===== src/rtl/logo_v_animator.sv =====
// Pipelined "V" logo painter that bounces its own horizontal offset once per frame.
// Optional blinking of the logo is enabled with `define LOGO_V_BLINK_EN.
module logo_v_animator #(
    parameter int X0           = 500,
    parameter int Y0           = 560,
    parameter int STROKE_W     = 5,
    parameter int STROKE_H     = 20,
    parameter int GAP          = 40,
    parameter int DELT_MAX     = 100,
    parameter int STEP         = 2,
    parameter int BLINK_FRAMES = 30
) (
    input  logic        clk,
    input  logic        rst,
    input  logic        enable,
    input  logic        frame_start,
    input  logic        pix_valid,
    input  logic [10:0] x,
    input  logic [10:0] y,
    output logic        hit,
    output logic        hit_valid,
    output logic [10:0] delt
);

    if (DELT_MAX <= 0 || DELT_MAX >= 1024) begin : g_bad_delt_max
        $error("DELT_MAX out of range");
    end
    if (STEP < 1 || STEP > DELT_MAX) begin : g_bad_step
        $error("STEP out of range");
    end
    if (BLINK_FRAMES < 1) begin : g_bad_blink
        $error("BLINK_FRAMES must be positive");
    end

    localparam logic signed [12:0] X0_S  = 13'(X0);
    localparam logic signed [12:0] Y0_S  = 13'(Y0);
    localparam logic signed [12:0] GAP_S = 13'(GAP);
    localparam logic signed [12:0] W_S   = 13'(STROKE_W);
    localparam logic signed [12:0] H_S   = 13'(STROKE_H);
    localparam logic [11:0] STEP_U = 12'(STEP);
    localparam logic [11:0] MAX_U  = 12'(DELT_MAX);

    typedef enum logic {S_RIGHT, S_LEFT} dir_e;

    dir_e        state_q, state_d;
    logic [10:0] delt_q, delt_d;
    logic [11:0] up_sum, dn_sum;
    logic        frame_en;
    logic        visible;

    assign frame_en = frame_start & enable;

    always_comb begin
        state_d = state_q;
        delt_d  = delt_q;
        up_sum  = {1'b0, delt_q} + STEP_U;
        dn_sum  = {1'b0, delt_q} - STEP_U;
        if (frame_en) begin
            unique case (state_q)
                S_RIGHT: begin
                    if (up_sum >= MAX_U) begin
                        delt_d  = MAX_U[10:0];
                        state_d = S_LEFT;
                    end else begin
                        delt_d = up_sum[10:0];
                    end
                end
                S_LEFT: begin
                    // Clamp at zero instead of letting the subtraction wrap
                    if ({1'b0, delt_q} <= STEP_U) begin
                        delt_d  = '0;
                        state_d = S_RIGHT;
                    end else begin
                        delt_d = dn_sum[10:0];
                    end
                end
                default: begin
                    delt_d  = '0;
                    state_d = S_RIGHT;
                end
            endcase
        end
    end

    always_ff @(posedge clk or negedge rst) begin
        if (!rst) begin
            state_q <= S_RIGHT;
            delt_q  <= '0;
        end else begin
            state_q <= state_d;
            delt_q  <= delt_d;
        end
    end

    assign delt = delt_q;

`ifdef LOGO_V_BLINK_EN
    localparam int BW = $clog2(BLINK_FRAMES) + 1;

    logic [BW-1:0] blink_cnt_q, blink_cnt_d;
    logic          vis_q, vis_d;

    always_comb begin
        blink_cnt_d = blink_cnt_q;
        vis_d       = vis_q;
        if (frame_en) begin
            if (blink_cnt_q == BW'(BLINK_FRAMES - 1)) begin
                blink_cnt_d = '0;
                vis_d       = ~vis_q;
            end else begin
                blink_cnt_d = blink_cnt_q + 1'b1;
            end
        end
    end

    always_ff @(posedge clk or negedge rst) begin
        if (!rst) begin
            blink_cnt_q <= '0;
            vis_q       <= 1'b1;
        end else begin
            blink_cnt_q <= blink_cnt_d;
            vis_q       <= vis_d;
        end
    end

    assign visible = vis_q;
`else
    assign visible = 1'b1;
`endif

    logic signed [12:0] xs, base_s;
    logic signed [12:0] r_d, dl_d, dr_d;
    logic signed [12:0] r_q, dl_q, dr_q;
    logic               pv_q, en_q;

    always_comb begin
        xs     = $signed({2'b00, x});
        base_s = $signed({2'b00, delt_q}) + X0_S;
        r_d    = $signed({2'b00, y}) - Y0_S;
        dl_d   = xs - base_s - r_d;
        dr_d   = xs - base_s - GAP_S + r_d;
    end

    always_ff @(posedge clk or negedge rst) begin
        if (!rst) begin
            r_q  <= '0;
            dl_q <= '0;
            dr_q <= '0;
            pv_q <= 1'b0;
            en_q <= 1'b0;
        end else begin
            r_q  <= r_d;
            dl_q <= dl_d;
            dr_q <= dr_d;
            pv_q <= pix_valid;
            en_q <= enable;
        end
    end

    logic row_ok, bs_hit, fs_hit;
    logic hit_d, hit_q, hv_q;

    always_comb begin
        row_ok = (r_q >= 13'sd0) && (r_q < H_S);
        bs_hit = (dl_q >= 13'sd0) && (dl_q < W_S);
        fs_hit = (dr_q >= 13'sd0) && (dr_q < W_S);
        hit_d  = row_ok & (bs_hit | fs_hit) & pv_q & en_q & visible;
    end

    always_ff @(posedge clk or negedge rst) begin
        if (!rst) begin
            hit_q <= 1'b0;
            hv_q  <= 1'b0;
        end else begin
            hit_q <= hit_d;
            hv_q  <= pv_q;
        end
    end

    assign hit       = hit_q;
    assign hit_valid = hv_q;

endmodule


===== config.mk =====
export PLATFORM = sky130hd
export DESIGN_NAME = logo_v_animator
export DESIGN_NICKNAME = d
export VERILOG_FILES = /design/src/rtl/logo_v_animator.sv
export SDC_FILE = /design/constraint.sdc
export NUM_CORES = 1
export LEC_CHECK = 0
export ABC_AREA = 1
export CAP_MARGIN = 20
export CORE_MARGIN = 2
export CORE_UTILIZATION = 45
export DETAILED_ROUTE_END_ITERATION = 8
export SKIP_LAST_GASP = 1
export SYNTH_ARGS = -nofsm -noshare
export SYNTH_HDL_FRONTEND = slang
export SYNTH_SLANG_ARGS = --single-unit
export TNS_END_PERCENT = 100

===== constraint.sdc =====
create_clock -name clk -period 7.7 [get_ports clk]
set_input_delay 1.155 -clock clk [delete_from_list [all_inputs] [get_ports clk]]
set_output_delay 1.155 -clock clk [all_outputs]
set_load 0.03 [all_outputs]

Word-level counts from Yosys, hierarchy flattened
Index checks and enable logic that the tools add are counted.
{"block": "word_totals", "register_bits": 54, "latch_bits": 0, "ram_bits": 0, "mem_bits_ro": 0, "input_bits": 27, "out_inout_bits": 13, "wordCells": 40, "n_memories": 0}
{"block": "op_classes", "n_addsub": 8, "mul": 0, "div": 0, "order_cmp": 8, "eq_ne": 0, "n_shift": 0, "n_mux": 6, "n_bitwise": 6, "n_reduce_logical": 3}
{"cell": ">= comparator 13 x 1 -> 1 bit, second input constant", "n": 2}
{"cell": "< comparator 13 x 4 -> 1 bit, second input constant", "n": 2}
{"cell": "2-to-1 mux 11 bit", "n": 2}
{"cell": "one-hot mux 11 bit (2 select lines)", "n": 1}
{"cell": "adder 13 x 12 -> 13 bit", "n": 1}
{"cell": "subtractor 11 x 12 -> 13 bit", "n": 1}
{"cell": "subtractor 13 x 12 -> 13 bit", "n": 1}
{"cell": "subtractor 13 x 7 -> 13 bit, second input constant", "n": 1}
{"cell": "adder 11 x 2 -> 12 bit, second input constant", "n": 1}
{"cell": "adder 11 x 9 -> 12 bit, second input constant", "n": 1}
{"cell": ">= comparator 12 x 1 -> 1 bit, second input constant", "n": 1}
{"cell": ">= comparator 12 x 7 -> 1 bit, second input constant", "n": 1}
{"cell": "< comparator 12 x 6 -> 1 bit, second input constant", "n": 1}
{"cell": "subtractor 11 x 10 -> 12 bit, second input constant", "n": 1}
{"cell": "<= comparator 11 x 2 -> 1 bit, second input constant", "n": 1}
{"cell": "subtractor 11 x 2 -> 11 bit, second input constant", "n": 1}
{"cell": "AND 1 bit", "n": 4}
{"cell": "logical AND 1 bit", "n": 3}
{"cell": "2-to-1 mux 1 bit", "n": 2}
{"cell": "one-hot mux 1 bit (2 select lines)", "n": 1}
{"cell": "NOT 1 bit", "n": 1}
{"cell": "bitwise OR 1 bit", "n": 1}

Logic depth before layout (Yosys ltp)
{"block": "logic_depth", "ltp_word": 6, "ltp_mapped": 24, "ltp_nobuf": 24}

Worst setup path after synthesis
Ideal clock, no wire load.
{"block": "synth_path", "path_type": "input -> register", "from": "input port x[3]", "to": "register dr_q[12]", "setup_ns": 0.117, "arrival_ns": 3.745, "required_ns": 7.583, "setup_slack_ns": 3.837, "stages": 21, "n_path_buf": 0, "path_cell_list": "inv_1 -> ha_1 -> inv_1 -> ha_1 -> nand3_1 -> nand3_1 -> a21oi_1 -> o21ai_2 -> nand2_1 -> nand2_1 -> nand2_1 -> nand2_1 -> ha_1 -> ha_1 -> nand2_1 -> nor2_1 -> nand3_1 -> nand3_1 -> inv_1 -> nand3_1 -> nand2_1"}
{"block": "synth_between", "elab_chain_len": 3}
{"item": "start: declaration", "line": "18", "source": "input logic [10:0] x,"}
{"item": "subtractor 11 x 12 -> 13 bit", "line": "141", "source": "dr_d = xs - base_s - GAP_S + r_d;"}
{"item": "subtractor 13 x 7 -> 13 bit", "line": "141"}
{"item": "adder 13 x 12 -> 13 bit", "line": "141"}
{"item": "net dr_d[12]", "line": "132", "source": "logic signed [12:0] r_d, dl_d, dr_d;"}
{"item": "end signal: assignment", "line": "154", "source": "dr_q <= dr_d;"}
{"item": "end: declaration", "line": "133", "source": "logic signed [12:0] r_q, dl_q, dr_q;"}
The timed path passes the listed nets, and every way through them passes these cells.
A chain may end at the register's enable or synchronous reset.

Worst setup path in the final report
Ends and elaborated chain as after synthesis.

==> results.md <==
* Placed wire-length estimate at 8190 um
* Worst r2r dst: dr_q[12]
* Most area-consuming cells after synthesis: sky130_fd_sc_hd__dfrtp_1, sky130_fd_sc_hd__ha_1, sky130_fd_sc_hd__nand2_1
* Minimum setup slack in the final design at 3.36 ns
* Number of H-tree branching levels at 2
* CTS Buf Count at 5
* Worst slew slack as a fraction of its limit at 0.520
* Net count after synthesis at 663
* Total Wirelength at 10200 um
* Unrepaired setup endpoints after global routing: no
* Setup slack of the most critical reg-to-reg path at 3.77 ns
* Slew at the pin closest to its max-slew limit at 0.713 ns
* Max frequency at 231 MHz
* Routed wirelength normalized by instance count at 13.7 um
* Width of the chip at 103 um
* Pre-CTS WS at 3.02 ns
* # nets final at 700
* Synthesis-to-finish area growth at 13.0%
* Area of the die at 10500 um^2
* Total I/O pin count at 40
* Weighted congestion at the end of routability-driven global placement at 0.913
* Total overflow reported by the global router at 0
* Number of distinct library cells after synthesis at 38
* Area share of the largest cell type after synthesis at 0.286
* Number of hold buffers added after cts at 0
* Metal3 WL at 457 um
* Core box area at 9330 um^2
* Via density per instance at 4.99
* WP data required at 7.91 ns
* Startpoint of the worst register-to-register path: delt[1]
* Synthesized netlist cell count at 576
* Height of the chip at 103 um
* Slowest cell on crit path: sky130_fd_sc_hd__clkdlybuf4s50_1
* Cells traversed along the worst timing path: clkdlybuf4s50_1, inv_1, ha_1, inv_1, ha_1, nand3_1, nand3_1, a21oi_1, o21ai_2, nand2_1, nand2_1, nand2_1, nand2_1, ha_1, ha_1, nand2_1, nor2_1, nand3_1, nand3_1, inv_1, nand3_1, nand2_1
* Final critical path time including I/O delays and setup at 4.34 ns
* Initial cell density of the core at 0.468
* Maximum root-to-sink buffer count at 2
* Worst skew pair latency at 0.31 ns
* Via count of the first global-routing pass at 3440
* Register bit count reported by yosys at 50
* Max Used Layer: met4
* Inst Count DP at 735
* Routed vias at 3711
* Post-Route Setup TNS at 0 ns
* TritonCTS Sinks at 50
* Netlist Area Pre-Place at 4370 um^2
* Endpoint type of the worst setup path: flop
* Final setup violating endpoints at 0
* Final period util at 0.563
* Sequential area share after synthesis at 0.286
* Length in cells of the worst reg-to-reg path at 20
* End of the worst hold path: hit_valid
* Post-CTS setup repair buffer count at 0
* Cell chosen for the clock root: sky130_fd_sc_hd__clkbuf_8
* Met1 Wirelength at 5240 um
* 1st-pass router iterations at 5
* Number of rows in the core area at 35
* Number of maximum-capacitance violations at 0
* N_diodes at 0
* DRC at 0
* Signal arrival time at the worst endpoint at 4.55 ns
* Post-cts repair resize count at 0
* Clock tree from TritonCTS: yes
* Antenna violations before repair at 0
* Maximum number of pins on one net before global-route repair at 51
* Critical path startpoint category: input port
* Cell type with the largest total area after synthesis: sky130_fd_sc_hd__dfrtp_1
* Share of layout cells above drive strength 1 at 0.0700
* Critical Path Fanout Max at 5
* Number of cells traversed by the worst hold path at 0
* Most used cell, CP: sky130_fd_sc_hd__nand2_1
* Starting DRT DRC Count at 263
* Global-route wire length before repair at 16600 um
* Count of warnings emitted by yosys at 0
* Max-slew violations at 0
* Final instance count without filler cells at 743
* Maximum cell stage delay along the critical path at 0.46 ns
* Clock slew at reported path FFs at 0.10 ns
* Classification of the worst-slack hold path: reg2reg
* Antenna-violating nets left at 0
* Global routing usage summed across all routing layers at 0.203
* Buffers on Ports at 38
* Routed met2 length at 4370 um
* Final clock skew at 0.00727 ns
* Worst hold start: pv_q
* Worst Path Class, Setup: in2reg
* Outcome: completed
* Post-Syn Area per Cell at 7.59 um^2
* Fin. Hold Viols at 0
cells by family after synthesis:
| kind of cell | count (synthesis) | share of synthesized area |
|---|---|---|
| xor+xnor | 35 | 0.0702 |
| other cells | 2 | 0.00172 |
| compound gates | 67 | 0.0914 |
| simple gates | 248 | 0.267 |
| flops | 50 | 0.286 |
| fa+ha+maj | 60 | 0.177 |
| buf+inv | 114 | 0.106 |
critical path, delay by kind of cell:
| kind | cells | cell delay (ns) |
|---|---|---|
| AOI/OAI and AO/OA | 2 | 0.39 |
| and+or+nand+nor | 12 | 1.06 |
| adders and majority gates | 4 | 1.33 |
| buffers and inverters | 4 | 0.59 |
layout by cell type (no fill, tap or decap), drive strengths merged:
cell type	synthesis	routed
conb	2	2
o21bai	5	5
a21oi	34	34
dfrtp	50	50
nor2	54	54
xnor2	6	6
and3b	1	1
nand4	14	14
inv	105	107
nand2	121	121
xor2	29	29
a21o	1	1
clkinv	0	1
a21boi	1	1
nand3	45	45
clkbuf	1	5
o21ai	16	16
fa	3	3
clkdlybuf4s50	0	37
a31oi	6	6
buf	8	2
nor3	6	6
o31ai	1	1
a31o	1	1
ha	57	57
o21a	1	1
o211ai	1	1
nor4	7	7
cells in the mapped netlist, drive strengths merged:
cell and instances:
a31oi 6, nand2 121, conb 2, a31o 1
nand3 45, nor4 7, a21boi 1, o211ai 1
buf 8, xnor2 6, and3b 1, dfrtp 50
o21a 1, ha 57, nor2 54, xor2 29
a21o 1, fa 3, nand4 14, inv 105
o21ai 16, clkbuf 1, a21oi 34, nor3 6
o21bai 5, o31ai 1
how the worst max path moves through the flow:
stage                     from        to  slack [ns]  cells past startpoint
after floorplan           x[3]  dr_q[12]        3.84                     21
after global placement    x[3]  dr_q[12]        3.13                     22
after detailed placement  x[3]  dr_q[12]        3.02                     22
after CTS                 x[3]  dr_q[12]        3.35                     22
after global routing      x[4]  dr_q[12]        3.00                     19
final                     x[3]  dr_q[12]        3.36                     22
registers in the layout (all words and copies together) (netlist names):
name / cells
hit_valid: 1
delt: 10
hit: 1
dl_q: 13
state_q: 1
dr_q: 12
r_q: 10
pv_q: 1
en_q: 1
layout make-up:
| cell class | count | area (um^2) |
|---|---|---|
| clock buffers | 5 | 68.8 |
| clock inverters | 3 | 26.3 |
| flip-flops and latches | 50 | 1250 |
| multi-input cells | 412 | 2650 |
| fillers | 925 | 4390 |
| inverters | 105 | 394 |
| repair buffers | 39 | 383 |
| well taps | 129 | 161 |
per-stage QoR:
| stage | hold slack [ns] | util | instance area [um^2] |
|---|---|---|---|
| 2_1_floorplan | 0.347 | - | 4370 |
| 3_3_place_gp | 0.353 | 0.519 | 4840 |
| 3_5_place_dp | 0.362 | 0.519 | 4840 |
| 4_1_cts | 0.387 | 0.529 | 4940 |
| 5_1_grt | 0.407 | 0.529 | 4940 |
| 6_report | 0.381 | 0.529 | 4940 |
routing by layer:
layer	vias up	global-route usage
li1	1908	-
met1	1715	0.313
met2	83	0.303
met3	5	0.0251
met4	0	0.0431
met5	-	0
Power is not shown: default switching activity piles up to over one toggle a cycle in this logic, so the estimate is an artifact.
